### src/rtl/uart_pkg.sv
// Shared types and helpers for the uart_tx arbiter slice.
package uart_pkg;

  typedef enum logic {
    ARB_IDLE   = 1'b0,
    ARB_LOCKED = 1'b1
  } arb_state_t;

  // Index width that never collapses to zero bits.
  function automatic int clog2_min1(input int n);
    return (n <= 2) ? 1 : $clog2(n);
  endfunction

endpackage

### src/rtl/uart_rr_pick.sv
// Combinational round-robin picker: first asserted request searching upward
// from last+1, wrapping modulo NUM_REQ (correct for non-power-of-2 counts).
module uart_rr_pick
  import uart_pkg::*;
#(
  parameter int NUM_REQ = 4,
  localparam int IDX_W  = clog2_min1(NUM_REQ)
) (
  input  logic [NUM_REQ-1:0] req,
  input  logic [IDX_W-1:0]   last,
  output logic               any_req,
  output logic [IDX_W-1:0]   pick
);

  logic [IDX_W-1:0] cand;
  logic             found;

  assign any_req = |req;

  always_comb begin
    cand  = last;
    pick  = '0;
    found = 1'b0;
    for (int k = 0; k < NUM_REQ; k++) begin
      cand = (cand == IDX_W'(NUM_REQ - 1)) ? '0 : cand + 1'b1;
      if (!found && req[cand]) begin
        pick  = cand;
        found = 1'b1;
      end
    end
  end

endmodule

### src/rtl/uart_tx_arbiter.sv
// Packet-granular round-robin arbiter sharing one uart_tx between AXI-Stream
// requesters. Optional macro UART_ARB_BURST_LIMIT_EN caps beats per grant at MAX_BURST.
module uart_tx_arbiter
  import uart_pkg::*;
#(
  parameter int NUM_REQ    = 4,
  parameter int DATA_WIDTH = 8,
  parameter int MAX_BURST  = 16
) (
  input  logic                          clk,
  input  logic                          rst_n,
  input  logic [NUM_REQ*DATA_WIDTH-1:0] s_axis_tdata,
  input  logic [NUM_REQ-1:0]            s_axis_tvalid,
  input  logic [NUM_REQ-1:0]            s_axis_tlast,
  output logic [NUM_REQ-1:0]            s_axis_tready,
  output logic [DATA_WIDTH-1:0]         m_axis_tdata,
  output logic                          m_axis_tvalid,
  input  logic                          m_axis_tready,
  output logic [$clog2(NUM_REQ)-1:0]    grant_id,
  output logic                          busy
);

  localparam int IDX_W = clog2_min1(NUM_REQ);
  localparam int CNT_W = $clog2(MAX_BURST + 1);

  arb_state_t       state_q, state_d;
  logic [IDX_W-1:0] grant_q, grant_d;
  logic [IDX_W-1:0] last_q, last_d;
  logic [CNT_W-1:0] beat_cnt_q, beat_cnt_d;

  logic [DATA_WIDTH-1:0] req_data [NUM_REQ];
  logic                  any_req;
  logic [IDX_W-1:0]      pick;
  logic                  owner_valid;
  logic                  beat_fire;
  logic                  grant_rel;

  for (genvar gi = 0; gi < NUM_REQ; gi++) begin : g_unpack
    assign req_data[gi] = s_axis_tdata[gi*DATA_WIDTH +: DATA_WIDTH];
  end

  uart_rr_pick #(
    .NUM_REQ (NUM_REQ)
  ) u_pick (
    .req     (s_axis_tvalid),
    .last    (last_q),
    .any_req (any_req),
    .pick    (pick)
  );

  assign owner_valid = s_axis_tvalid[grant_q];
  assign beat_fire   = (state_q == ARB_LOCKED) && owner_valid && m_axis_tready;

`ifdef UART_ARB_BURST_LIMIT_EN
  // The beat that brings beat_cnt to MAX_BURST releases exactly like tlast.
  assign grant_rel = s_axis_tlast[grant_q] || (beat_cnt_q == CNT_W'(MAX_BURST - 1));
`else
  assign grant_rel = s_axis_tlast[grant_q];
`endif

  always_comb begin
    state_d       = state_q;
    grant_d       = grant_q;
    last_d        = last_q;
    beat_cnt_d    = beat_cnt_q;
    m_axis_tdata  = '0;
    m_axis_tvalid = 1'b0;
    s_axis_tready = '0;
    busy          = 1'b0;

    case (state_q)
      ARB_IDLE: begin
        if (any_req) begin
          grant_d = pick;
          state_d = ARB_LOCKED;
        end
      end
      ARB_LOCKED: begin
        busy                   = 1'b1;
        m_axis_tdata           = req_data[grant_q];
        m_axis_tvalid          = owner_valid;
        s_axis_tready[grant_q] = m_axis_tready;
        if (beat_fire) begin
          if (grant_rel) begin
            last_d     = grant_q;
            beat_cnt_d = '0;
            state_d    = ARB_IDLE;
          end else if (beat_cnt_q != CNT_W'(MAX_BURST)) begin
            // Saturates so over-long packets cannot wrap the counter.
            beat_cnt_d = beat_cnt_q + 1'b1;
          end
        end
      end
      default: state_d = ARB_IDLE;
    endcase
  end

  always_ff @(posedge clk or negedge rst_n) begin
    if (!rst_n) begin
      state_q    <= ARB_IDLE;
      grant_q    <= '0;
      last_q     <= IDX_W'(NUM_REQ - 1);
      beat_cnt_q <= '0;
    end else begin
      state_q    <= state_d;
      grant_q    <= grant_d;
      last_q     <= last_d;
      beat_cnt_q <= beat_cnt_d;
    end
  end

  assign grant_id = grant_q;

endmodule

### config.mk
export PLATFORM = sky130hd
export DESIGN_NAME = uart_tx_arbiter
export DESIGN_NICKNAME = d
export VERILOG_FILES = /design/src/rtl/uart_pkg.sv /design/src/rtl/uart_rr_pick.sv /design/src/rtl/uart_tx_arbiter.sv
export SDC_FILE = /design/constraint.sdc
export NUM_CORES = 1
export LEC_CHECK = 0
export ABC_AREA = 1
export BUFFER_PORTS_ARGS = -buffer_cell sky130_fd_sc_hd__buf_2
export CAP_MARGIN = 5
export CORE_MARGIN = 3
export CORE_UTILIZATION = 40
export CTS_CLUSTER_SIZE = 12
export DETAILED_ROUTE_END_ITERATION = 8
export PLACE_DENSITY = 0.82
export SLEW_MARGIN = 10
export SYNTH_ARGS = -nofsm -noshare
export SYNTH_HDL_FRONTEND = slang
export SYNTH_SLANG_ARGS = --single-unit
### constraint.sdc
create_clock -name clk -period 1.7 [get_ports clk]
set_input_delay 0.255 -clock clk [delete_from_list [all_inputs] [get_ports clk]]
set_output_delay 0.255 -clock clk [all_outputs]
set_load 0.02 [all_outputs]
==> Word-level counts from Yosys, hierarchy flattened <==
Index checks and enable logic that the tools add are counted.
{ "totals": {"reg_bits": 5, "latch_bits": 0, "ramBits": 0, "romBits": 0, "inputBits": 43, "output_inout_bits": 16, "memories": 0} }
{ "op_classes": {"addsub": 4, "multipliers": 0, "n_div": 0, "magnitude_cmp": 7, "n_eq_ne": 4, "shift": 0, "mux": 36, "bitwise_logic": 3, "n_reduce_logical": 12} }
{ "ops": {"columns": ["operator", "n"], "rows": [
  ["two-way mux 8 bit", 3],
  ["binary-select mux 8 bit (select 2 bit)", 1],
  ["two-way mux 2 bit", 8],
  ["less-than comparator 2 x 3 -> 1 bit (second input constant)", 5],
  ["two-way mux 1 bit", 15],
  ["binary-select mux 1 bit (select 2 bit)", 6],
  ["adder 2 x 1 -> 2 bit (second input constant)", 4],
  ["equality test 2 bit (second input constant)", 4],
  ["logical AND 1 bit", 6],
  ["bitwise AND 4 bit", 1],
  ["two-way mux 4 bit", 1],
  ["OR reduction 4 bit", 1],
  [">= comparator 3 bit (second input constant)", 1],
  ["logical NOT 1 bit", 3],
  ["NOT 2 -> 3 bit", 1],
  ["AND reduction 3 bit", 1],
  ["demux 1 bit (select 2 bit)", 1],
  [">= comparator 2 x 1 -> 1 bit (second input constant)", 1],
  ["case mux 1 bit (2 select lines)", 1],
  ["AND reduction 2 bit", 1],
  ["NOT 1 bit", 1]
]} }

==> Depth between registers and ports, before layout <==
Gate-level depths: netlist of the first run.
{ "logic_depth": {"ltp_word": 14, "depth_mapped": 13, "depth_no_buf": 13} }

==> Hierarchy <==
Synthesis of the first run repeated with hierarchy kept, for this count alone.
{ "unflattened": {"hier_cells": 148, "hier_area_um2": 878.3} }
{ "modules_own_cells": {"columns": ["module", "n_inst", "cells_each", "area_each_um2"], "rows": [
  ["uart_tx_arbiter", 1, 84, 561.8],
  ["uart_rr_pick", 1, 64, 316.6]
]} }

==> Worst setup path before layout of the first run <==
No wires, ideal clock.
{ "synth_path": {"kind": "register to output", "start": "reg grant_q[0] (netlist: grant_id[0])", "end": "out m_axis_tdata[0]", "arrival_time_ns": 1.307, "required_ns": 1.445, "path_slack_ns": 0.138, "stages_incl_launch_ff": 6, "path_cell_list": "dfrtp_1 inv_2 nand2_1 inv_2 nand2_1 a31oi_1"} }
{ "synth_via": {"elab_chain_cells": 5} }
{ "synth_lines": {"columns": ["item", "line", "source"], "rows": [
  ["start: declaration", "uart_tx_arbiter.sv:27", "logic [IDX_W-1:0] grant_q, grant_d;"],
  ["start signal: assignment", "uart_tx_arbiter.sv:106", "grant_q <= grant_d;"],
  ["NOT 2 -> 3 bit (implied by the code)", "uart_tx_arbiter.sv:80", "m_axis_tdata = req_data[grant_q];"],
  ["binary-select mux 8 bit (select 2 bit)", "uart_tx_arbiter.sv:80", null],
  ["two-way mux 8 bit (implied by the code) (2 in series)", "uart_tx_arbiter.sv:80", null],
  ["two-way mux 8 bit", "uart_tx_arbiter.sv:71", "case (state_q)"],
  ["end: declaration", "uart_tx_arbiter.sv:16", "output logic [DATA_WIDTH-1:0] m_axis_tdata,"]
]} }
No other way between the ends. The select of a mux whose other input is x is not followed.

==> Worst setup path in the final report of the first run <==
{ "layout_path": {"start": "reg grant_q[1] (netlist: grant_id[1])", "end": "out m_axis_tvalid"} }
{ "layout_via": {"elab_chain_cells": 3} }
{ "layout_lines": {"columns": ["item", "line", "source"], "rows": [
  ["binary-select mux 1 bit (select 2 bit)", "uart_tx_arbiter.sv:51", "assign owner_valid = s_axis_tvalid[grant_q];"],
  ["two-way mux 1 bit (implied by the code)", "uart_tx_arbiter.sv:51", null],
  ["two-way mux 1 bit", "uart_tx_arbiter.sv:71", null],
  ["end: declaration", "uart_tx_arbiter.sv:17", "output logic m_axis_tvalid,"]
]} }
No other way between the ends. The select of a mux whose other input is x is not followed.

==> results.toml, run 1 <==
[logic_synthesis]
synth_edf_count = 0
ys_seq_area_share_pct = 16.2
synthTopCellsByCount = "59 x nand2_1, 12 x inv_1, 9 x nand3_1"
synth_top_area_share_pct = 28.1
synth_area_um2 = 787
synth_cells = 134
synth.distinct_cells = 26
syn_nets = 178
async_reset_ff_share_pct = 100
synth_most_common_cell = "nand2_1"
ys.flop_type = "dfrtp_1"
synth.area.top_cells = "nand2_1 28%, dfrtp_1 9.5%, a22oi_1 7.6%"
yosysWarnings = 0
synth_area_leader_cell = "nand2_1"
synth_seq_cells = 5
synth.avg_cell_area_um2 = 5.87

[power]
power_density_nw_per_um2 = 2050
pwr-share-seq_pct = 11.2
ir_drop_mv = 1.15
power_frac_clock_pct = 5.5
power.leakage_nw = 0.686
switchingPower_w = 0.00142
switching_share_pct = 54.9
totalPowerFinal_w = 0.00259
pwr-share-comb_pct = 83.4
internal_power_w = 0.00117

[detailed_routing]
vias = 1166
drt-vias-per-instance = 5.16
ant_nets = 0
wl_per_cell_um = 12.0
wirelength_um = 2720
first_pass_iters = 4
remaining_drc_errors = 0
drtIter0Drc = 27

[sta]
finalCritPeriodShare_pct = 99.6
finalCriticalPeriod_ns = 1.69
rsz0062_at_grt = "true"
worst_pin_slew_ns = 0.296
relSlewSlack_pct = 80.1
max_freq_mhz = 590
fin_setup_tns_ns = 0
hold_viol_final = 0
finalClockSkew_ns = 0.00105
setup_violations = 0
slew_viol_final = 0

[clock_network]
h-tree-depth = 1
cts_tree = "yes"
numCtsBuffers = 3
clkLatencyLatePin_ns = 0.25
cts.sinks = 5
max-clock-path-buffers = 2
cts_root_buf = "clkbuf_4"
clk_pin_slew_ns = 0.04

[global_routing]
grt_antenna_before_repair = 0
grt_max_degree = 11
grt_pass1_vias = 1061
grt_overflow_total = 0
grt_pass1_wl_um = 4120
track_usage_pct = 20.2

[die]
rows = 15
dieArea_um2 = 2540
die-height_um = 50.4
die_w_um = 50.4
ioPinCount = 59
start_util_pct = 44.1
coreArea_um2 = 1780

[final_layout]
fin_area_um2 = 1260
antenna_cells = 0
drive_gt1_share_pct = 46.3
fin_cells = 226
regArea_um2 = 130
synthToLayoutAreaGrowth_pct = 60.3
fillers = 152
nets = 246
multi_input_area_um2 = 607

[setup_path]
crit_path_end_kind = "primary output"
start_kind = "flip-flop"
path_max_fanout = 5
cp.arrival_ns = 1.44
worst_ep_required_time_ns = 1.44
critical_path_class = "flip-flop to primary output"

[place]
dpl_cell_area_um2 = 1100
dpl.hpwl_um = 2110
gp_congestion = 0.876
dp.cells = 216
portBuffers = 58

[hold_path]
hp-class = "input port to flip-flop"

[run]
maxCapViolCount = 0

[run_status]
status = "complete, no violations"
timing repair:
action | in CTS | in global routing
buffers inserted | 3 | 1
setup endpoints to repair | 9 | 11
pin swaps | 2 | 0
endpoints found under the hold margin | 3 | 0
gates cloned | 1 | 0
resized for setup | 6 | 19
hold buffers | 1 | 0
through the flow:
stage / hold WS (ns) / util, % / setup slack, ns
final: 0.360 / 70.7 / 0.00636
after global routing: 0.393 / 70.7 / -0.0463
after CTS: 0.352 / 67.2 / 0.000171
after detailed placement: 0.0746 / 61.5 / 0.0153
after global placement: 0.0730 / 61.5 / 0.0899
after floorplan: -0.0406 / - / 0.138
worst paths after layout:
kind	to	slack, ns	start	cells after the start
setup / recovery	m_axis_tvalid	0.006	grant_id[1]	6
hold / removal	last_q[1]	0.36	m_axis_tready	5
setup reg to reg	grant_id[1]	0.11	last_q[0]	12
hold reg to reg	last_q[1]	0.48	last_q[1]	2
max in group asynchronous	last_q[0]	1.12	rst_n	2
min in group asynchronous	state_q	0.37	rst_n	2
critical path, cell delays in order, from the launching register on:
cell	delay (ns)
dfrtp_2	0.46
buf_4	0.17
nand2_4	0.10
inv_4	0.06
a22oi_2	0.16
a21oi_4	0.10
buf_6	0.14
registers in the layout, indices dropped and copies added, names as in the netlist:
name and cells:
state_q 1, grant_id 2, last_q 2
power groups by stage:
stage	clock [W]	sequential [W]	combinational, W
floorplan	0	0.000276	0.00135
global route	0.000151	0.000298	0.00236
CTS	0.000140	0.000271	0.00197
detailed placement	0	0.000269	0.00178
finish	0.000142	0.000289	0.00216
global placement	0	0.000266	0.00173
cell families (layout without fill, tap and decap cells):
family                   count (synthesis)  count (layout)  synth area share (%)
flip-flops                               5               5                  16.2
buffers and inverters                   19              86                  10.5
adder cells (fa/ha/maj)                  1               1                  1.59
AND/OR/NAND/NOR                         84              84                  46.9
AO/OA/AOI/OAI                           25              25                  24.8
per-layer routing:
layer  wire, µm  global-route usage, %
met3        240                   2.08
met4         19                   7.62
met5          0                      0
met1        989                   22.7
met2       1470                   38.5
placed cells by master (no fill, tap or decap), drive strengths merged:
cell	synthesis	layout
a31oi	8	8
a21oi	2	2
nor3	1	1
o22ai	1	1
dfrtp	3	3
nand2	62	62
dfstp	2	2
inv	16	16
nand3b	1	1
clkbuf	0	4
o21ai	4	4
dlygate4sd3	0	1
a22oi	10	10
clkinv	1	1
nand3	9	9
clkinvlp	0	1
buf	2	63
nor4	1	1
nor2	10	10
ha	1	1
final cells by class:
type | instances | share of cell area, %
clock buffer | 4 | 2.08
timing repair inverter | 1 | 0.595
sequential | 5 | 10.3
multi-input combinational | 110 | 48.1
inverter | 17 | 5.65
tap | 25 | 2.48
timing repair buffer | 64 | 30.8
(Power assumes the default switching activity.)
==> run 2, diff against run 1 <==
CORE_MARGIN = 2   (was 3)
CORE_UTILIZATION = 42   (was 40)
PLACE_DENSITY = 0.83   (was 0.82)
SYNTH_HIERARCHICAL = 1   (was default)
==> run 2 against run 1 <==
  * The run now ends with setup timing left
  * Non-clock buffer count up 12
  * Synthesized cell count grew 10%
  * Area after synthesis rose by 12%
  * Flip-flop and latch count stayed put
  * Largest power group unchanged
  * Via count grew 19%
  * Power increased by 39%
  * Combinational power up 46%
  * Highest routed layer unchanged
  * Clock power rose by 7%
==> results.toml, run 2 <==
[run_status]
status = "finished with violations"
violations = "setup timing"

[place]
gp_congestion = 0.829
portBuffers = 58
dpl.hpwl_um = 2230

[die]
rows = 16
start_util_pct = 44.8
ioPinCount = 59
die-height_um = 49.7
coreArea_um2 = 1960
die_w_um = 49.7
dieArea_um2 = 2470

[setup_path]
crit_slowest_cell = "dfrtp_2"
reg2reg_depth = 10
path_max_fanout = 6
crit_chain = "buf_6, nor2_4, a22oi_1, a31oi_1, buf_4"
worst_ep_required_time_ns = 1.44
critical_path.top_delay_family = "flip-flops"
rrSetupSlack_ns = -0.03
r2r-end = "grant_id[0]"
crit_buf_inv = 2
crit_path_end_kind = "primary output"
cp.arrival_ns = 1.49
reg2reg_from = "last_q[0]"
cp_num_cells = 5
start_kind = "flip-flop"
critical_path_class = "flip-flop to primary output"
worst_path_largest_cell_delay_ns = 0.47

[logic_synthesis]
yosysWarnings = 6
synth.distinct_cells = 24
async_reset_ff_share_pct = 100
synth_edf_count = 0
ys_seq_area_share_pct = 14.5
synth_top_area_share_pct = 25.6
synthTopCellsByCount = "60 x nand2_1, 15 x nand3_1, 11 x nand2_2"
synth_seq_cells = 5
synth_most_common_cell = "nand2_1"
ys.flop_type = "dfrtp_1"
synth_area_leader_cell = "nand2_1"
synth.area.top_cells = "nand2_1 26%, dfrtp_1 8.5%, nand3_1 8.5%"
synth_area_um2 = 878
synth.avg_cell_area_um2 = 5.93
synth_cells = 148
syn_nets = 192

[power]
power.leakage_nw = 0.805
pwr-share-comb_pct = 87.9
ir_drop_mv = 1.32
internal_power_w = 0.00157
power_density_nw_per_um2 = 2390
power_frac_clock_pct = 4.2
switchingPower_w = 0.00202
pwr-share-seq_pct = 7.9
switching_share_pct = 56.4
totalPowerFinal_w = 0.00359

[sta]
worst_pin_slew_ns = 0.327
relSlewSlack_pct = 78.1
post-route-worst-setup-slack_ns = -0.0440
max_freq_mhz = 573
finalCriticalPeriod_ns = 1.74
finalClockSkew_ns = 0.00398
setup_violations = 11
slew_viol_final = 0
rsz0062_at_grt = "true"
finalCritPeriodShare_pct = 103
hold_viol_final = 0

[final_layout]
drive_gt1_share_pct = 56.1
multi_input_area_um2 = 777
nets = 275
mostFrequentLayoutCells = "52 x nand2_1, 50 x buf_2, 22 x buf_4"
final_common_cell = "nand2_1"
antenna_cells = 0
fillers = 164
final_util_pct = 76.4
synthToLayoutAreaGrowth_pct = 70.7
regArea_um2 = 130

[clock_network]
max-clock-path-buffers = 2
numCtsBuffers = 3
h-tree-depth = 1
cts_root_buf = "clkbuf_4"
clk_pin_slew_ns = 0.05
cts.sinks = 5
clkLatencyLatePin_ns = 0.26
cts_tree = "yes"

[global_routing]
use_met1_pct = 29.4
grt_antenna_before_repair = 0
grt_pass1_wl_um = 5200
grt.busiest_layer = "met2"
track_usage_pct = 26.6
grt_pass1_vias = 1281
use_met2_pct = 49.6
grt_max_degree = 11
grt_overflow_total = 0
use_met3_pct = 2.12

[detailed_routing]
drtIter0Drc = 43
vias = 1389
remaining_drc_errors = 0
ant_nets = 0
wl_per_cell_um = 14.1
wirelength_um = 3620
first_pass_iters = 6
drt-vias-per-instance = 5.40

[run]
maxCapViolCount = 0

[hold_path]
hp-class = "input port to async pin"
==> run 2: cell types whose count changed in the layout (fill, tap and decap cells not counted), sizes merged, moves of 3 or more <==
| cell | delta |
|---|---|
| o21ai | -3 |
| nand2 | +11 |
| buf | +12 |
| nor2 | +5 |
| nand3 | +8 |
==> run 2: cells by family after synthesis <==
logic type	synth area share [%]
AND/OR/NAND/NOR	60.3
AO/OA/AOI/OAI	14.2
buffers and inverters	9.54
flip-flops	14.5
adder cells (fa/ha/maj)	1.42
==> run 2: per-layer routing <==
| metal | vias up | part of all wire, % | wire, µm |
|---|---|---|---|
| met3 | 15 | 7.1 | 256 |
| li1 | 659 | - | - |
| met2 | 90 | 54 | 1950 |
| met1 | 625 | 35 | 1290 |
| met4 | 0 | 3.7 | 135 |
| met5 | - | 0 | 0 |
==> run 2: layout make-up <==
cell class	instances	share of cell area, %
Clock buffer	4	1.75
Timing Repair Buffer	76	31.2
Multi-Input combinational cell	130	51.8
Sequential cell	5	8.68
Inverter	15	4.26
Tap cell	27	2.25
==> run 2: stage by stage <==
step           std cells  setup WS (ns)  hold WS [ns]  instance area [µm²]  setup TNS, ns
6_report             257        -0.0440         0.350                 1500         -0.311
5_1_grt              257         -0.141         0.337                 1500          -1.11
4_1_cts              251        -0.0189         0.359                 1390        -0.0430
3_5_place_dp         237        -0.0898        0.0781                 1220         -0.159
3_3_place_gp         237         0.0204        0.0723                 1220              0
2_1_floorplan        148        0.00519       -0.0406                  878              0
==> run 2: how the worst max path moves through the flow <==
stage	endpoint	slack [ns]	startpoint
floorplan	grant_id[0]	0.005	last_q[0]
finish	m_axis_tdata[1]	-0.04	grant_id[1]
global placement	grant_id[0]	0.02	last_q[0]
detailed placement	grant_id[0]	-0.09	last_q[0]
global route	grant_id[1]	-0.14	last_q[0]
CTS	m_axis_tdata[5]	-0.02	grant_id[1]
==> run 2: repair_timing <==
item | 4_1_cts | 5_1_grt
pin swaps | 5 | 13
cloned | 3 | 1
gates resized for setup | 14 | 20
setup endpoints to repair | 11 | 11
hold buffers | 1 | 0
hold endpoints to repair | 3 | 0
setup buffers | 6 | 5
==> run 2: power by group through the flow <==
| stage | Clock (W) | Sequential [W] | Combinational [W] |
|---|---|---|---|
| floorplan | 0 | 0.000284 | 0.00170 |
| global placement | 0 | 0.000282 | 0.00225 |
| detailed placement | 0 | 0.000284 | 0.00232 |
| CTS | 0.000140 | 0.000273 | 0.00268 |
| global route | 0.000165 | 0.000290 | 0.00337 |
| finish | 0.000152 | 0.000283 | 0.00315 |
